## config.mk

```make
export PLATFORM = sky130hd
export DESIGN_NAME = bscan_user_dr_ctrl
export DESIGN_NICKNAME = d
export VERILOG_FILES = /design/src/rtl/bscan_user_dr_ctrl.sv
export SDC_FILE = /design/constraint.sdc
export NUM_CORES = 1
export LEC_CHECK = 0
export CAP_MARGIN = 20
export CORE_MARGIN = 2
export CORE_UTILIZATION = 54
export DETAILED_ROUTE_END_ITERATION = 12
export DONT_BUFFER_PORTS = 1
export HOLD_SLACK_MARGIN = 0.06
export PLACE_DENSITY_LB_ADDON = 0.2
export SETUP_SLACK_MARGIN = 0.1
export SYNTH_ARGS = -nofsm -noshare
export SYNTH_HDL_FRONTEND = slang
export SYNTH_SLANG_ARGS = --single-unit
```

## constraint.sdc

```tcl
create_clock -name clk -period 2.98 [get_ports clk]
set_clock_uncertainty 0.05 [all_clocks]
set_input_delay 0.596 -clock clk [delete_from_list [all_inputs] [get_ports clk]]
set_output_delay 0.596 -clock clk [all_outputs]
set_load 0.05 [all_outputs]
```

## src/rtl/bscan_user_dr_ctrl.sv

```systemverilog
// bscan_user_dr_ctrl: BSCANE2 user data register, oversampled in the fabric clk domain
//   clk, rst                 fabric clock, synchronous active-high reset
//   tck, tdi                 raw JTAG clock/data from BSCANE2
//   ir_is_user               BSCANE2 SEL
//   test_logic_reset         BSCANE2 RESET
//   capture_dr/shift_dr/update_dr  BSCANE2 CAPTURE/SHIFT/UPDATE
//   tdo                      registered DR LSB back to BSCANE2
//   cap_data                 word loaded into the DR at capture
//   upd_data, upd_valid, upd_ready  committed word with valid/ready handshake
//   short_err, ovf_err, err_clr     sticky error flags and their clear pulse
module bscan_user_dr_ctrl #(
   parameter int DR_WIDTH    = 32,
   parameter int SYNC_STAGES = 2
) (
   input  logic                clk,
   input  logic                rst,
   input  logic                tck,
   input  logic                tdi,
   input  logic                ir_is_user,
   input  logic                test_logic_reset,
   input  logic                capture_dr,
   input  logic                shift_dr,
   input  logic                update_dr,
   output logic                tdo,
   input  logic [DR_WIDTH-1:0] cap_data,
   output logic [DR_WIDTH-1:0] upd_data,
   output logic                upd_valid,
   input  logic                upd_ready,
   output logic                short_err,
   output logic                ovf_err,
   input  logic                err_clr
);
   localparam int CW = $clog2(DR_WIDTH + 1);
   typedef enum logic [1:0] {IDLE, SHIFT, COMMIT} state_t;
   state_t state;
   // every JTAG input rides the same chain so controls stay aligned with tck
   logic [6:0] sync [SYNC_STAGES];
   logic tck_prev;
   logic [DR_WIDTH-1:0] sr;
   logic [CW-1:0] bit_cnt;
   logic tck_s, tdi_s, sel_s, tlr_s, cap_s, sh_s, upd_s;
   logic tck_rise, full, load, short_set, ovf_set;
   assign {upd_s, sh_s, cap_s, tlr_s, sel_s, tdi_s, tck_s} = sync[SYNC_STAGES-1];
   assign tck_rise  = tck_s & ~tck_prev;
   assign full      = bit_cnt == CW'(DR_WIDTH);
   // a consumer accepting in the commit cycle frees the slot for the new word
   assign load      = state == COMMIT && full && (!upd_valid || upd_ready);
   assign short_set = state == COMMIT && !full;
   assign ovf_set   = state == COMMIT && full && upd_valid && !upd_ready;
   always_ff @(posedge clk) begin
      if (rst) begin
         for (int i = 0; i < SYNC_STAGES; i++) sync[i] <= '0;
         tck_prev  <= 1'b0;
         state     <= IDLE;
         sr        <= '0;
         bit_cnt   <= '0;
         tdo       <= 1'b0;
         upd_data  <= '0;
         upd_valid <= 1'b0;
         short_err <= 1'b0;
         ovf_err   <= 1'b0;
      end else begin
         sync[0] <= {update_dr, shift_dr, capture_dr, test_logic_reset, ir_is_user, tdi, tck};
         for (int i = 1; i < SYNC_STAGES; i++) sync[i] <= sync[i-1];
         tck_prev  <= tck_s;
         tdo       <= sr[0];
         short_err <= short_set | (short_err & ~err_clr);
         ovf_err   <= ovf_set | (ovf_err & ~err_clr);
         if (load) begin
            upd_data  <= sr;
            upd_valid <= 1'b1;
         end else if (upd_valid && upd_ready) begin
            upd_valid <= 1'b0;
         end
         if (tlr_s) begin
            state   <= IDLE;
            sr      <= '0;
            bit_cnt <= '0;
         end else begin
            case (state)
               IDLE: if (tck_rise && sel_s && cap_s) begin
                  state   <= SHIFT;
                  sr      <= cap_data;
                  bit_cnt <= '0;
               end
               SHIFT: if (!sel_s) begin
                  state <= IDLE;
               end else if (tck_rise && cap_s) begin
                  sr      <= cap_data;
                  bit_cnt <= '0;
               end else if (tck_rise && sh_s) begin
                  sr <= {tdi_s, sr[DR_WIDTH-1:1]};
                  if (!full) bit_cnt <= bit_cnt + 1'b1;
               end else if (tck_rise && upd_s) begin
                  state <= COMMIT;
               end
               COMMIT: state <= IDLE;
               default: state <= IDLE;
            endcase
         end
      end
   end
endmodule

```

# == After elaboration in Yosys (flattened, before gate mapping) ==
# Memory sizes are Yosys's and may differ from the RTL's.
# Cells that the tools add are included.
# totals
register_bits,77
ram_bits,14
output_inout_bits,36
word_cells,76
n_memories,1
# classes
n_addsub,1
n_eq_ne,10
muxes,24
n_bitwise,9
n_reduce_logical,22
# mem_list
memory,depth,width,read_ports,rd_clocked_by_memory_dff,wr,line,rtl
sync,2,7,2,0,2,37,logic [6:0] sync [SYNC_STAGES];
# op_table
op,n
32-bit 2-to-1 mux,4
32-bit one-hot mux with 2 select lines,1
6-bit 2-to-1 mux,5
3-bit inequality test (second input constant),5
7-bit 2-to-1 mux,2
6-bit one-hot mux with 2 select lines,1
1-bit logical AND,11
2-bit 2-to-1 mux,5
4-bit AND reduction,2
6-bit by 1-bit adder with 6-bit output (second input constant),1
6-bit equality test (second input constant),1
1-bit 2-to-1 mux,5
5-bit AND reduction,1
2-bit inequality test (second input constant),2
1-bit bitwise OR,4
2-bit one-hot mux with 2 select lines,1
2-bit nonzero test,2
1-bit AND,3
1-bit zero test,3
2-bit by 1-bit equality test with 1-bit output (second input constant),1
2-bit equality test (second input constant),1
2-bit zero test,1
1-bit inverter,2
2-bit OR reduction,1
1-bit logical OR,1

# == Logic depth before layout (Yosys ltp) ==
# Gate-level depths: netlist of the first run.
# logic_depth
depth_word,8
ltp_mapped,7
depth_no_buf,6

# == Worst setup path after synthesis of the first run ==
# No wires, ideal clock.
# synth_timing
path_kind,register -> register
from,register bit_cnt[5]
to,register upd_data[0]
setup_time_ns,0.128
arrival_time_ns,1.466
required_time_ns,2.802
path_slack_ns,1.336
path_stages_with_launch,6
n_path_buf,1
synth_period_minus_slack_ns,1.644
path_cell_list,dfxtp_1 or3b_2 nand4b_4 buf_2 mux2i_1 nor2_1
# synth_via
elab_chain_cells,3
# synth_rtl
element,line,rtl
"start, declared",40,logic [CW-1:0] bit_cnt;
"start signal, assigned",93,if (!full) bit_cnt <= bit_cnt + 1'b1;
6-bit equality test,45,assign full = bit_cnt == CW'(DR_WIDTH);
1-bit logical AND (2 in series),47,assign load = state == COMMIT && full && (!upd_valid || upd_ready);
"end signal, assigned",70,upd_data <= sr;
"end, declared",26,"output logic [DR_WIDTH-1:0] upd_data,"
# Every way passes these cells.
# A chain may end at the register's enable or synchronous reset.

==> results.ini, run 1 <==
[setup_path]
crit_chain = and3b_1, or2_2, buf_4, mux2i_1, a21oi_1
critPathSlowestCell = or2_2
worstSetupEndpointType = flip-flop
start_kind = flip-flop
critPathRequiredTime_ns = 3.14
criticalPathCategory = flip-flop to flip-flop
crit_buf_inv = 1
worst_path_dominant_cell_family = simple AND/OR/NAND/NOR gates
critical_path.max_fanout = 22
arrival_ns = 2.33
slowest_delay_ns = 0.57

[routing]
first_pass_iters = 4
dr_wl_met2_um = 3050
drc = 0
drt_iter0_drc = 113
top_layer_used = met4
vias = 2412
routed-wl-met3_um = 409
wl_met1_um = 3200
wl_per_cell_um = 15.6
drtAntennaViolNets = 0
drt_wl_total_um = 6710
avgViaCountPerCell = 5.60

[cts]
clk_latency_ns = 0.36
clock_sinks = 91
cts_max_level = 3
cts-root-buf = clkbuf_8
postCtsSetupBuffers = 0
clock_path_buffers = 2
numCtsBuffers = 9
postCtsResizedCells = 0
path_clk_slew_ns = 0.09
hold_buffers = 0
cts_tree = built

[sta]
relSlewSlack = 0.497
finalHoldViolations = 0
setup_violations = 0
fin_ws_ns = 0.811
finalSetupTns_ns = 0
fin_crit_sh = 0.728
finalMaxSlewViolations = 0
worst_pin_slew_ns = 0.748
fmax_mhz = 461
grt_setup_unrepaired = false
fin_crit_ns = 2.17

[synth]
netlist_instances = 357
ys_seq_area_frac = 0.513
ys_ff_latch = 91
synth_cell_type_count = 33
yosysTopAreaCell = dfxtp_1
syn_nets = 402
syn_area_mm2 = 0.00355
synth_area_leaders = dfxtp_1 (51%), mux2i_1 (18%), a21oi_1 (5.4%), o21ai_0 (5.4%), nor2_1 (4.0%)
synth_top_area_share = 0.513
syn_avg_cell_area_um2 = 9.95
yosysWarnings = 0

[place]
place_area_mm2 = 0.00359
gp_congestion = 0.766
preCtsSetupSlack_ns = 0.826
dp.cells = 415
portBuffers = 0
dpl.hpwl_um = 4560

[global_route]
overflow = 0
antenna_found_initial = 0
grt_max_degree = 54
grtUsageTotal = 0.190
grt_pass1_vias = 2368
grt_pass1_wl_um = 11100

[finish]
drive_gt1_frac = 0.0791
num-fill-cells = 555
antenna_cells = 0
post_layout_nonfiller_instances = 431
nNetsFinal = 394
areaGrowthSynthToFinish_pct = 6.65
layout_commonest_cell = dfxtp_1
register_area_mm2 = 0.00182
multi_input_area_mm2 = 0.00161
layout_common_cells = dfxtp_1 (91), mux2i_1 (64), a21oi_1 (38), o21ai_0 (38), nor2_1 (36)
post-route-cell-area_mm2 = 0.00379

[floorplan]
fp.dieW_um = 85.1
core_mm2 = 0.00635
dieArea_mm2 = 0.00725
die_h_um = 85.1
rows = 29
ios = 79
start_util = 0.560

[power_and_ir_drop]
powerDensity_mw_per_mm2 = 556
p_leak_nw = 1.83
vdd_drop_max_v = 0.000307

[hold_path]
hold_path_class = primary input to flip-flop

[status]
run_status = finished clean

[flow_run]
maxCapViolations = 0

[flip-flops by register name, indices dropped and copies added, names as in the netlist, 2 cells and up]
name      cells
sr           32
sync         14
state         2
bit_cnt       6
upd_data     32
[Yosys cell counts]
cell type,count
a211oi_1,1
a21oi_1,38
and2_1,1
and3_1,3
and3b_1,1
buf_2,4
buf_4,3
buf_6,1
clkbuf_1,17
dfxtp_1,91
ha_1,2
inv_1,3
mux2i_1,64
nand2_1,3
nand2b_1,3
nand3_1,3
nand3b_1,3
nand4_1,3
nand4b_4,1
nand4bb_1,1
nor2_1,38
nor2b_1,19
nor3_1,3
nor4_1,1
nor4b_4,1
nor4bb_1,1
o21ai_0,38
o311ai_0,4
o31ai_1,1
or2_1,2
or2_2,1
or3b_2,1
or4_1,1
[layer usage]
layer	track usage	vias up
met5	0	-
met4	0.0563	0
met3	0.0739	6
met2	0.295	47
met1	0.246	1121
li1	-	1238
[final timing paths]
| kind | from | end | slack (ns) | depth (start not counted) |
|---|---|---|---|---|
| min reg2reg | sync[0][6] | sync[0][13] | 0.40 | 1 |
| max reg2reg | sync[0][11] | sr[11] | 0.81 | 5 |
| max | sync[0][11] | sr[11] | 0.81 | 5 |
| min | rst | upd_data[17] | 0.26 | 1 |
[power by group]
part	internal, W	switching, W
clock network	0.000414	0.000425
logic	0.0000190	0.0000191
registers	0.00122	0.00000440
[stage by stage]
| step | hold WS (ns) | power, W | utilization |
|---|---|---|---|
| floorplan | 0.364 | 0.00130 | - |
| CTS | 0.238 | 0.00212 | 0.597 |
| finish | 0.258 | 0.00211 | 0.597 |
| global route | 0.225 | 0.00218 | 0.597 |
| detailed placement | 0.379 | 0.00130 | 0.565 |
| global placement | 0.378 | 0.00130 | 0.565 |
[final cells by class]
type | instances | area share
Sequential cell | 91 | 0.481
Tap cell | 77 | 0.0254
Inverter | 3 | 0.00297
Timing Repair Buffer | 6 | 0.0119
Clock buffer | 11 | 0.0373
Multi-Input combinational cell | 238 | 0.426
Clock inverter | 5 | 0.0162
[kinds of logic after synthesis]
logic type / share of synthesized area
flip-flops: 0.513
AND/OR/NAND/NOR: 0.143
AO/OA/AOI/OAI: 0.121
multiplexers: 0.180
buffers and inverters: 0.0363
adder cells (fa/ha/maj): 0.00704
Power figures use the tool's default switching activity.
==> inputs of run 2 (changes only) <==
- clock period: 2.98 -> 2.24 ns (I/O delays scaled with it)
==> results.ini, run 2 (synthesis gave the netlist of run 1 again) <==
[status]
run_status = finished clean

[power_and_ir_drop]
total_power_w = 0.00297  ; +41%
p_leak_nw = 1.87  ; +2.4%
vdd_drop_max_v = 0.000526  ; +71%
powerDensity_mw_per_mm2 = 770  ; +39%

[flow_run]
maxCapViolations = 0  ; unchanged

[setup_path]
start_kind = flip-flop
critPathRequiredTime_ns = 2.43  ; -0.71 ns
critical_path.max_fanout = 32  ; +45%
arrival_ns = 2.13  ; -0.20 ns
worstSetupEndpointType = flip-flop
criticalPathCategory = flip-flop to flip-flop

[sta]
relSlewSlack = 0.611  ; +0.114
grt_setup_unrepaired = false
fin_crit_sh = 0.864  ; +0.136
fin_crit_ns = 1.94  ; -0.233 ns
setup_violations = 0  ; unchanged
finalHoldViolations = 0  ; unchanged
finalSetupTns_ns = 0  ; unchanged
worst_pin_slew_ns = 0.584  ; -0.164 ns
finalMaxSlewViolations = 0  ; unchanged
fmax_mhz = 517  ; +12%

[cts]
clock_sinks = 91  ; unchanged
cts_tree = built
postCtsResizedCells = 0  ; unchanged
cts-root-buf = clkbuf_8
path_clk_slew_ns = 0.08  ; about the same
clk_latency_ns = 0.35  ; about the same
clock_path_buffers = 2  ; unchanged
numCtsBuffers = 9  ; unchanged
postCtsSetupBuffers = 0  ; unchanged
hold_buffers = 0  ; unchanged
cts_max_level = 3  ; unchanged

[routing]
first_pass_iters = 7  ; +3
drc = 0  ; unchanged
drtAntennaViolNets = 0  ; unchanged
wl_per_cell_um = 15.9  ; +2.3%
vias = 2446  ; +1.4%
drt_iter0_drc = 107  ; -5.3%
drt_wl_total_um = 6920  ; +3.0%
avgViaCountPerCell = 5.64  ; +0.71%

[finish]
drive_gt1_frac = 0.0812  ; +0.00214
nNetsFinal = 397  ; +0.76%
areaGrowthSynthToFinish_pct = 8.52
antenna_cells = 0  ; unchanged
layout_commonest_cell = dfxtp_1
num-fill-cells = 521  ; -6.1%
top_regs = sr: 32 flops, upd_data: 32 flops, sync: 14 flops
layout_common_cells = dfxtp_1 (91), mux2i_1 (64), a21oi_1 (38), o21ai_0 (38), nor2_1 (36)

[floorplan]
ios = 79  ; unchanged
fp.dieW_um = 85.1  ; unchanged
die_h_um = 85.1  ; unchanged
dieArea_mm2 = 0.00725  ; unchanged
rows = 29  ; unchanged
start_util = 0.560  ; unchanged
core_mm2 = 0.00635  ; unchanged

[global_route]
grt_pass1_wl_um = 11300  ; +1.5%
grtUsageTotal = 0.196  ; +0.00541
antenna_found_initial = 0  ; unchanged
grt_max_degree = 54  ; unchanged
grt_pass1_vias = 2356  ; -0.51%
overflow = 0  ; unchanged

[hold_path]
hold_path_class = primary input to flip-flop

[place]
gp_congestion = 0.833  ; +8.7%
portBuffers = 0  ; unchanged
dpl.hpwl_um = 4580  ; +0.38%

## run 2: cell types whose count changed in the layout (fill, tap and decap cells not counted), sizes merged
cell	previous run	this run
buf	6	9
clkbuf	11	12
inv	4	3
bufinv	1	3
clkinvlp	3	0
clkinv	0	1
## run 2: report_power, final
part | leakage (nW) | internal [W] | switching (W)
clock | 0.115 | 0.000745 | 0.000539
combinational | 1.02 | 0.0000253 | 0.0000255
sequential | 0.736 | 0.00163 | 0.00000619
total | 1.87 | 0.00240 | 0.000571
## run 2: final cells by class
class	instances	area, um2	share of cell area
well taps	77	96.3	0.0250
multi-input cells	238	1610	0.418
clock inverters	4	98.8	0.0256
clock buffers	12	135	0.0350
inverters	3	11.3	0.00292
flip-flops and latches	91	1820	0.472
repair buffers	9	80.1	0.0208
## run 2: routing by layer
metal	part of all wire	track usage
met1	0.45	0.251
met5	0	0
met2	0.45	0.295
met4	0.017	0.0909
met3	0.080	0.0691
## run 2: worst max-delay path, stage by stage, from the launching register on
cell,delay (ns)
dfxtp_1,0.37
inv_1,0.07
ha_1,0.21
nor2b_1,0.18
nand4b_4,0.10
buf_4,0.48
mux2i_1,0.27
nor2_1,0.06
## run 2: worst paths after layout
check | start | to | slack, ns | depth (start not counted)
max | bit_cnt[0] | upd_data[4] | 0.30 | 7
min | rst | sync[0][11] | 0.12 | 1
max reg2reg | bit_cnt[0] | upd_data[4] | 0.30 | 7
min reg2reg | sync[0][1] | sync[0][8] | 0.39 | 1
## run 2: metrics by stage
step / util / worst slack [ns] / cells / cell area (um2) / hold slack, ns
after floorplan: - / 0.596 / 357 / 3550 / 0.364
after global placement: 0.570 / 0.351 / 418 / 3620 / 0.371
after detailed placement: 0.570 / 0.319 / 418 / 3620 / 0.372
after CTS: 0.607 / 0.304 / 434 / 3860 / 0.0935
after global routing: 0.607 / 0.182 / 434 / 3860 / 0.0944
final: 0.607 / 0.305 / 434 / 3860 / 0.116
